--- src/rtl/fetch_pkg.sv ---
// ============================================================================
// Module : fetch_pkg
// Brief  : Shared constants, fetch state encoding and PC range helper
// Rev    : 1.0
// ============================================================================
`default_nettype none

package fetch_pkg;

   localparam logic [31:0] c_NOP_WORD = 32'h0000_0000;
   localparam logic [31:0] c_RESET_PC = 32'h0000_0000;
   localparam logic [31:0] c_PC_INCR  = 32'd4;

   typedef enum logic [0:0] {
      ST_RUN  = 1'b0,
      ST_HALT = 1'b1
   } fetch_state_t;

   // True when the word index of pc addresses loaded program memory.
   function automatic logic pc_in_range(input logic [31:0] pc, input logic [31:0] words);
      return ({2'b00, pc[31:2]} < words);
   endfunction

endpackage

`default_nettype wire

--- src/rtl/ifid_pipe_reg.sv ---
// ============================================================================
// Module : ifid_pipe_reg
// Brief  : IF/ID pipeline register with hold and bubble-load controls
// Rev    : 1.0
// ============================================================================
`default_nettype none

module ifid_pipe_reg
   import fetch_pkg::*;
#(
   parameter logic [31:0] NOP_WORD = c_NOP_WORD
) (
   input  logic        clk,
   input  logic        rst,
   input  logic        i_hold,
   input  logic        i_bubble,
   input  logic [31:0] i_instr,
   input  logic [31:0] i_pcplus4,
   input  logic        i_valid,
   output logic [31:0] o_instr,
   output logic [31:0] o_pcplus4,
   output logic        o_valid
);

   logic [31:0] r_instr;
   logic [31:0] r_pcplus4;
   logic        r_valid;

   // Bubble outranks hold so a squash is never lost to a stall.
   always_ff @(posedge clk or posedge rst) begin
      if (rst) begin
         r_instr   <= NOP_WORD;
         r_pcplus4 <= 32'h0000_0000;
         r_valid   <= 1'b0;
      end else if (i_bubble) begin
         r_instr   <= NOP_WORD;
         r_pcplus4 <= i_pcplus4;
         r_valid   <= 1'b0;
      end else if (!i_hold) begin
         r_instr   <= i_instr;
         r_pcplus4 <= i_pcplus4;
         r_valid   <= i_valid;
      end
   end

   assign o_instr   = r_instr;
   assign o_pcplus4 = r_pcplus4;
   assign o_valid   = r_valid;

endmodule

`default_nettype wire

--- src/rtl/instruction_fetch_stage.sv ---
// ============================================================================
// Module : instruction_fetch_stage
// Brief  : MIPS fetch stage: PC, RUN/HALT FSM, IF/ID register, fetch counter
// Rev    : 1.0
// ============================================================================
`default_nettype none

module instruction_fetch_stage
   import fetch_pkg::*;
#(
   parameter logic [31:0] RESET_PC   = c_RESET_PC,
   parameter int unsigned IMEM_WORDS = 128,
   parameter logic [31:0] NOP_WORD   = c_NOP_WORD
) (
   input  logic        Clk,
   input  logic        Rst,
   input  logic        Stall,
   input  logic        Flush,
   input  logic        Redirect,
   input  logic [31:0] RedirectTarget,
   output logic [31:0] Address,
   input  logic [31:0] Instruction,
   output logic [31:0] IFID_Instr,
   output logic [31:0] IFID_PCPlus4,
   output logic        IFID_Valid,
   output logic        Halted,
   output logic        MisalignErr,
   output logic [31:0] FetchCount
);

   localparam logic [31:0] c_WORDS = 32'(IMEM_WORDS);

   fetch_state_t r_state;
   fetch_state_t w_state_next;
   logic [31:0]  r_pc;
   logic [31:0]  w_pc_next;
   logic [31:0]  w_pc_plus4;
   logic [31:0]  w_target;
   logic [31:0]  r_fetch_count;
   logic         r_misalign;
   logic         w_fetch_ok;
   logic         w_bubble;
   logic         w_load_valid;

   assign w_pc_plus4   = r_pc + c_PC_INCR;
   assign w_target     = {RedirectTarget[31:2], 2'b00};
   assign w_fetch_ok   = (r_state == ST_RUN) && pc_in_range(r_pc, c_WORDS);
   assign w_bubble     = Flush || Redirect;
   assign w_load_valid = !w_bubble && !Stall && w_fetch_ok;

   always_comb begin
      w_pc_next    = w_pc_plus4;
      w_state_next = r_state;
      if (Redirect) begin
         w_pc_next = w_target;
         if (r_state == ST_HALT) begin
            w_state_next = pc_in_range(w_target, c_WORDS) ? ST_RUN : ST_HALT;
         end
      end else begin
         if (Stall || (r_state == ST_HALT)) begin
            w_pc_next = r_pc;
         end
         // Stop as soon as the PC would leave the program.
         if (!pc_in_range(w_pc_next, c_WORDS)) begin
            w_state_next = ST_HALT;
         end
      end
   end

   always_ff @(posedge Clk or posedge Rst) begin
      if (Rst) begin
         r_pc          <= RESET_PC;
         r_state       <= ST_RUN;
         r_misalign    <= 1'b0;
         r_fetch_count <= 32'h0000_0000;
      end else begin
         r_pc    <= w_pc_next;
         r_state <= w_state_next;
         if (Redirect && (RedirectTarget[1:0] != 2'b00)) begin
            r_misalign <= 1'b1;
         end
         if (w_load_valid) begin
            r_fetch_count <= r_fetch_count + 32'd1;
         end
      end
   end

   ifid_pipe_reg #(
      .NOP_WORD (NOP_WORD)
   ) u_ifid (
      .clk       (Clk),
      .rst       (Rst),
      .i_hold    (Stall),
      .i_bubble  (w_bubble),
      .i_instr   (w_fetch_ok ? Instruction : NOP_WORD),
      .i_pcplus4 (w_pc_plus4),
      .i_valid   (w_fetch_ok),
      .o_instr   (IFID_Instr),
      .o_pcplus4 (IFID_PCPlus4),
      .o_valid   (IFID_Valid)
   );

   assign Address     = r_pc;
   assign Halted      = (r_state == ST_HALT);
   assign MisalignErr = r_misalign;
   assign FetchCount  = r_fetch_count;

endmodule

`default_nettype wire

--- config.mk ---
export PLATFORM = sky130hd
export DESIGN_NAME = instruction_fetch_stage
export DESIGN_NICKNAME = d
export VERILOG_FILES = /design/src/rtl/fetch_pkg.sv /design/src/rtl/ifid_pipe_reg.sv /design/src/rtl/instruction_fetch_stage.sv
export SDC_FILE = /design/constraint.sdc
export NUM_CORES = 1
export LEC_CHECK = 0
export CAP_MARGIN = 20
export CORE_MARGIN = 2
export CORE_UTILIZATION = 40
export CTS_BUF_LIST = sky130_fd_sc_hd__clkbuf_16
export DETAILED_ROUTE_END_ITERATION = 10
export HOLD_SLACK_MARGIN = 0.06
export PLACE_DENSITY = 0.81
export SYNTH_ARGS = -nofsm -noshare
export SYNTH_HDL_FRONTEND = slang
export SYNTH_SLANG_ARGS = --single-unit
--- constraint.sdc ---
create_clock -name Clk -period 6.7 [get_ports Clk]
set_input_delay 1.005 -clock Clk [delete_from_list [all_inputs] [get_ports Clk]]
set_output_delay 1.005 -clock Clk [all_outputs]
set_load 0.02 [all_outputs]
Word-level counts from Yosys, hierarchy flattened
Cells that the tools add are included.
Widths: inputs -> output; s select.
{"block": "word_totals", "elab_cells": 40, "out_inout_bits": 131, "register_bits": 131}
{"block": "classes", "muxes": 14, "reduce_logical": 9, "bitwise": 1, "magnitude_cmp": 3, "n_addsub": 2, "eq_ne": 3}
{"cell": "$mux 32", "count": 8}
{"cell": "$lt 30x8->1 const B", "count": 3}
{"cell": "$add 32x1->32 const B", "count": 1}
{"cell": "$add 32x3->32 const B", "count": 1}
{"cell": "$mux 1", "count": 6}
{"cell": "$logic_and 1x1->1", "count": 4}
{"cell": "$ne 2x2->1 const B", "count": 2}
{"cell": "$logic_not 1->1", "count": 2}
{"cell": "$logic_or 1x1->1", "count": 2}
{"cell": "$ne 2x1->1 const B", "count": 1}
{"cell": "$reduce_bool 2->1", "count": 1}
{"cell": "$not 1->1", "count": 1}

Longest topological paths before layout
{"block": "depth", "word_depth": 6, "ltp_mapped": 8, "ltp_nobuf": 7}

Hierarchy
Synthesis repeated with hierarchy kept, for this count alone.
{"block": "unflattened", "hier_cells": 714, "hier_area_um2": 7294.5}
{"module": "instruction_fetch_stage", "seq_area_each_um2": 1601.5, "cells_per_inst": 537, "area_each_um2": 4628.2, "n_inst": 1}
{"module": "ifid_pipe_reg", "seq_area_each_um2": 1626.6, "cells_per_inst": 177, "area_each_um2": 2666.3, "n_inst": 1}

Worst setup path after synthesis
OpenSTA, ideal clock, no wires.
{"block": "synth_timing", "path_type": "input port to flip-flop", "startpoint": "input Stall", "endpoint": "register r_state, in the netlist Halted", "path_slack_ns": 3.497, "setup_ns": 0.129, "path_stages": 8, "path_buffers": 2, "arrival_time_ns": 3.074, "path_cell_list": "buf_4 or2_4 or4_1 buf_2 o31a_1 nor4_1 nand4_1 o41a_1"}
{"block": "synth_via", "elab_chain_cells": 5}
{"item": "start: declaration", "line_no": "instruction_fetch_stage.sv:17", "source": "input logic Stall,"}
{"item": "$logic_or 1x1->1", "line_no": "instruction_fetch_stage.sv:60", "source": "if (Stall || (r_state == ST_HALT)) begin"}
{"item": "$mux 32", "line_no": "instruction_fetch_stage.sv:60"}
{"item": "$mux 32", "line_no": "instruction_fetch_stage.sv:54", "source": "if (Redirect) begin"}
{"item": "$lt 30x8->1", "line_no": "fetch_pkg.sv:21", "source": "return ({2'b00, pc[31:2]} < words);"}
{"item": "$ne 2x2->1 (no source line)"}
{"item": "end signal: assignment", "line_no": "instruction_fetch_stage.sv:78", "source": "r_state <= w_state_next;"}
{"item": "end: declaration", "line_no": "instruction_fetch_stage.sv:33", "source": "fetch_state_t r_state;"}
No other way between the ends. The select of a mux whose other input is x is not followed.
A chain may end at the register's enable or synchronous reset.

Worst setup path after layout
{"block": "layout_timing", "startpoint": "input Stall", "endpoint": "register r_fetch_count[31], in the netlist FetchCount[31]"}
{"block": "layout_via", "elab_chain_cells": 3}
{"item": "$logic_not 1->1"}
{"item": "$logic_and 1x1->1 (2 in series)", "line_no": "instruction_fetch_stage.sv:49", "source": "assign w_load_valid = !w_bubble && !Stall && w_fetch_ok;"}
{"item": "end signal: assignment", "line_no": "instruction_fetch_stage.sv:83", "source": "r_fetch_count <= r_fetch_count + 32'd1;"}
{"item": "end: declaration", "line_no": "instruction_fetch_stage.sv:39", "source": "logic [31:0] r_fetch_count;"}
No other way between the ends.

==> reports/summary.txt <==
Maxcap violations: 0
Worst slack, placed: 2670 ps
Max Fclk: 275 MHz
PortBufs: 195
Routed wire per std cell: 17.3 µm
Vias per inst: 5.38
DRC Markers: 0
CP Data Required Time: 7040 ps
Row cnt: 46
Num CTS Buffers: 17
Mapped cell area: 6400 µm²
Worst rel slew slack: 27.5%
Post-synth ARST share: 100%
Flop pwr share: 43.6%
Initial DRC count: 361
Cell Count, Final, Fillers Out: 1,052
Antenna fix cells: 0
Period minus WS final: 3630 ps
Worst-path fanout max: 44
First-pass DRT Iterations: 5
Switching Share: 27.3%
Setup TNS: 0 ps
Clk_skew: 6.35 ps
Clock power share: 42.0%
Ports: 200
Antenna violations before repair: 0
Fin crit share: 54.2%
Crit path to: FetchCount[31]
Pin count of the biggest net entering global routing: 67
RR Startpoint: Address[2]
Share of layout cells above drive strength 1: 6.70%
Post-synth top area cell: dfrtp_1
Largest cells by area after synthesis: dfrtp_1, xnor2_1, xor2_1, nand2_1, a22o_1
Final Max Slew Viols: 0
Setup repair bufs after CTS: 0
Total clock sinks: 127
Setup violators final: 0
Commonest non-fill, non-tap cells in the layout: clkdlybuf4s50_1, dfrtp_1, nand2_1
Status: finished clean
Crit start category: primary input
Dpl hpwl: 13,000 µm
Leak: 3.58 nW
Hold Path Class: flop to flop
VDD IR-drop max: 0.182 mV
WS Path Type: primary input to flop
Avg Cell Area, Syn: 9.81 µm²
Antenna viol nets, final: 0
Switching power: 0.000543 W
Worst-Margin Slew: 1080 ps
Vias in the first global route: 5,396
Area of the multi-input gates: 2970 µm²
Post-synth EDFFs: 0
Critical Path Start: Stall
Dpl cells: 1,021
CTS resizes: 0
Power Internal: 0.00144 W
Sequential cell area: 3180 µm²
Top_reg_cell synth: dfrtp_1
Global placer's final weighted congestion: 0.912
Core footprint: 15,800 µm²
Reg clk slew, reported paths: 50 ps
TritonCTS clock tree: built
Initial Util: 40.6%
Setup crit end kind: flop
Die area: 17,000 µm²
Pwr Density: 221 nW/µm²
Final wirelength: 18,200 µm
CTS root buffer: clkbuf_16
H-tree levels: 4
Total number of vias: 5,664
Clock Path Buffers: 2
RSZ-0062 raised after global routing: no
Final hold viol count: 0
Die Y: 130 µm
DIE WIDTH: 130 µm
Tot GR Track Use: 21.5%
Mapped Cells: 652
Sequential area share after synthesis: 49.7%
CTS hold repair buffers: 0
First-pass GRT wire length: 28,200 µm
WP data arrival: 3970 ps
NumNets Final: 895
Combinational share of power: 14.4%
Most common cell after layout, fill and taps aside: clkdlybuf4s50_1
Synth top area share: 49.7%
Synth warn: 0
Syn-to-layout area delta: 40.4%
Worst reg2reg path depth: 7
Reg2reg end: Halted
FF+latch count, synth: 127
GRT overflow: 0
Final Worst Setup Slack: 3070 ps
Cell variety after synth: 54
Clk_lat worst skew: 420 ps
Fill cells: 1,406
Reg2Reg Setup Slack: 3360 ps
per-layer routing:
| metal | part of all wire [%] | track usage [%] |
|---|---|---|
| met1 | 42 | 27.8 |
| met2 | 46 | 34.6 |
| met3 | 9.0 | 5.29 |
| met4 | 3.2 | 9.76 |
| met5 | 0 | 0 |
critical path, stage by stage:
cell             delay [ps]
clkdlybuf4s50_1         580
nor4_1                  250
nand4_1                 230
nor2_4                  900
nand4_1                 500
nor3_1                  340
xor2_1                  160
worst min-delay path by stage:
stage / startpoint / to / slack (ps) / depth (start not counted)
3_5_place_dp: MisalignErr / MisalignErr / 460 / 1
2_1_floorplan: FetchCount[31] / FetchCount[31] / 580 / 1
4_1_cts: FetchCount[31] / FetchCount[31] / 470 / 1
5_1_grt: FetchCount[31] / FetchCount[31] / 490 / 1
6_report: FetchCount[31] / FetchCount[31] / 470 / 1
3_3_place_gp: u_ifid.o_valid / u_ifid.o_valid / 460 / 1
final cells by class:
class	count	share of cell area [%]
Clock buffer	17	4.74
Clock inverter	14	1.16
Inverter	13	0.571
Multi-Input combinational cell	465	33.1
Sequential cell	127	35.4
Tap cell	216	3.01
Timing Repair Buffer	200	22.1
kinds of logic after synthesis:
kind of cell             Yosys count  share of synthesized area [%]
AND/OR/NAND/NOR                  249                           20.2
flip-flops                       127                           49.7
AO/OA/AOI/OAI                    110                           11.3
XOR/XNOR                          87                           11.9
buffers and inverters             63                           4.26
multiplexers                      13                           2.19
adder cells (fa/ha/maj)            2                          0.391
other                              1                         0.0586
power by group through the flow:
stage	Clock (W)	Combinational, W	Sequential (W)
floorplan	0	0.000118	0.000893
finish	0.000835	0.000286	0.000866
CTS	0.000852	0.000288	0.000865
global route	0.000884	0.000309	0.000873
detailed placement	0	0.000287	0.000879
global placement	0	0.000285	0.000877
flip-flops by register name, indices dropped and copies added (netlist names):
| register | count |
|---|---|
| Address | 30 |
| FetchCount | 32 |
| Halted | 1 |
| MisalignErr | 1 |
| u_ifid.o_instr | 32 |
| u_ifid.o_pcplus4 | 30 |
| u_ifid.o_valid | 1 |
Yosys cell counts, types with 2 or more instances:
library cell / n
a211oi_1: 2
buf_2: 11
and4_1: 10
clkbuf_1: 32
xor2_1: 39
buf_4: 6
nor4_1: 21
xnor2_1: 48
o21ai_0: 55
ha_1: 2
nor4_2: 3
nand3_1: 23
dfrtp_1: 127
nor2_1: 43
mux2_2: 8
o31a_1: 2
nand4_1: 18
nand2b_1: 5
inv_1: 13
or3_1: 3
or4_1: 2
nor3_1: 16
nand2_1: 82
a21oi_1: 5
and3_1: 6
a31oi_1: 4
and2_1: 4
a22o_1: 32
mux2i_1: 5
through the flow:
step,utilization [%],cell area (µm²),hold slack (ps),total power [W]
final,57.0,8980,468,0.00199
after global routing,57.0,8980,492,0.00207
after CTS,57.0,8980,469,0.00201
after detailed placement,53.6,8450,455,0.00117
after global placement,53.6,8450,459,0.00116
after floorplan,-,6410,578,0.00101
Power figures use the tool's default switching activity.
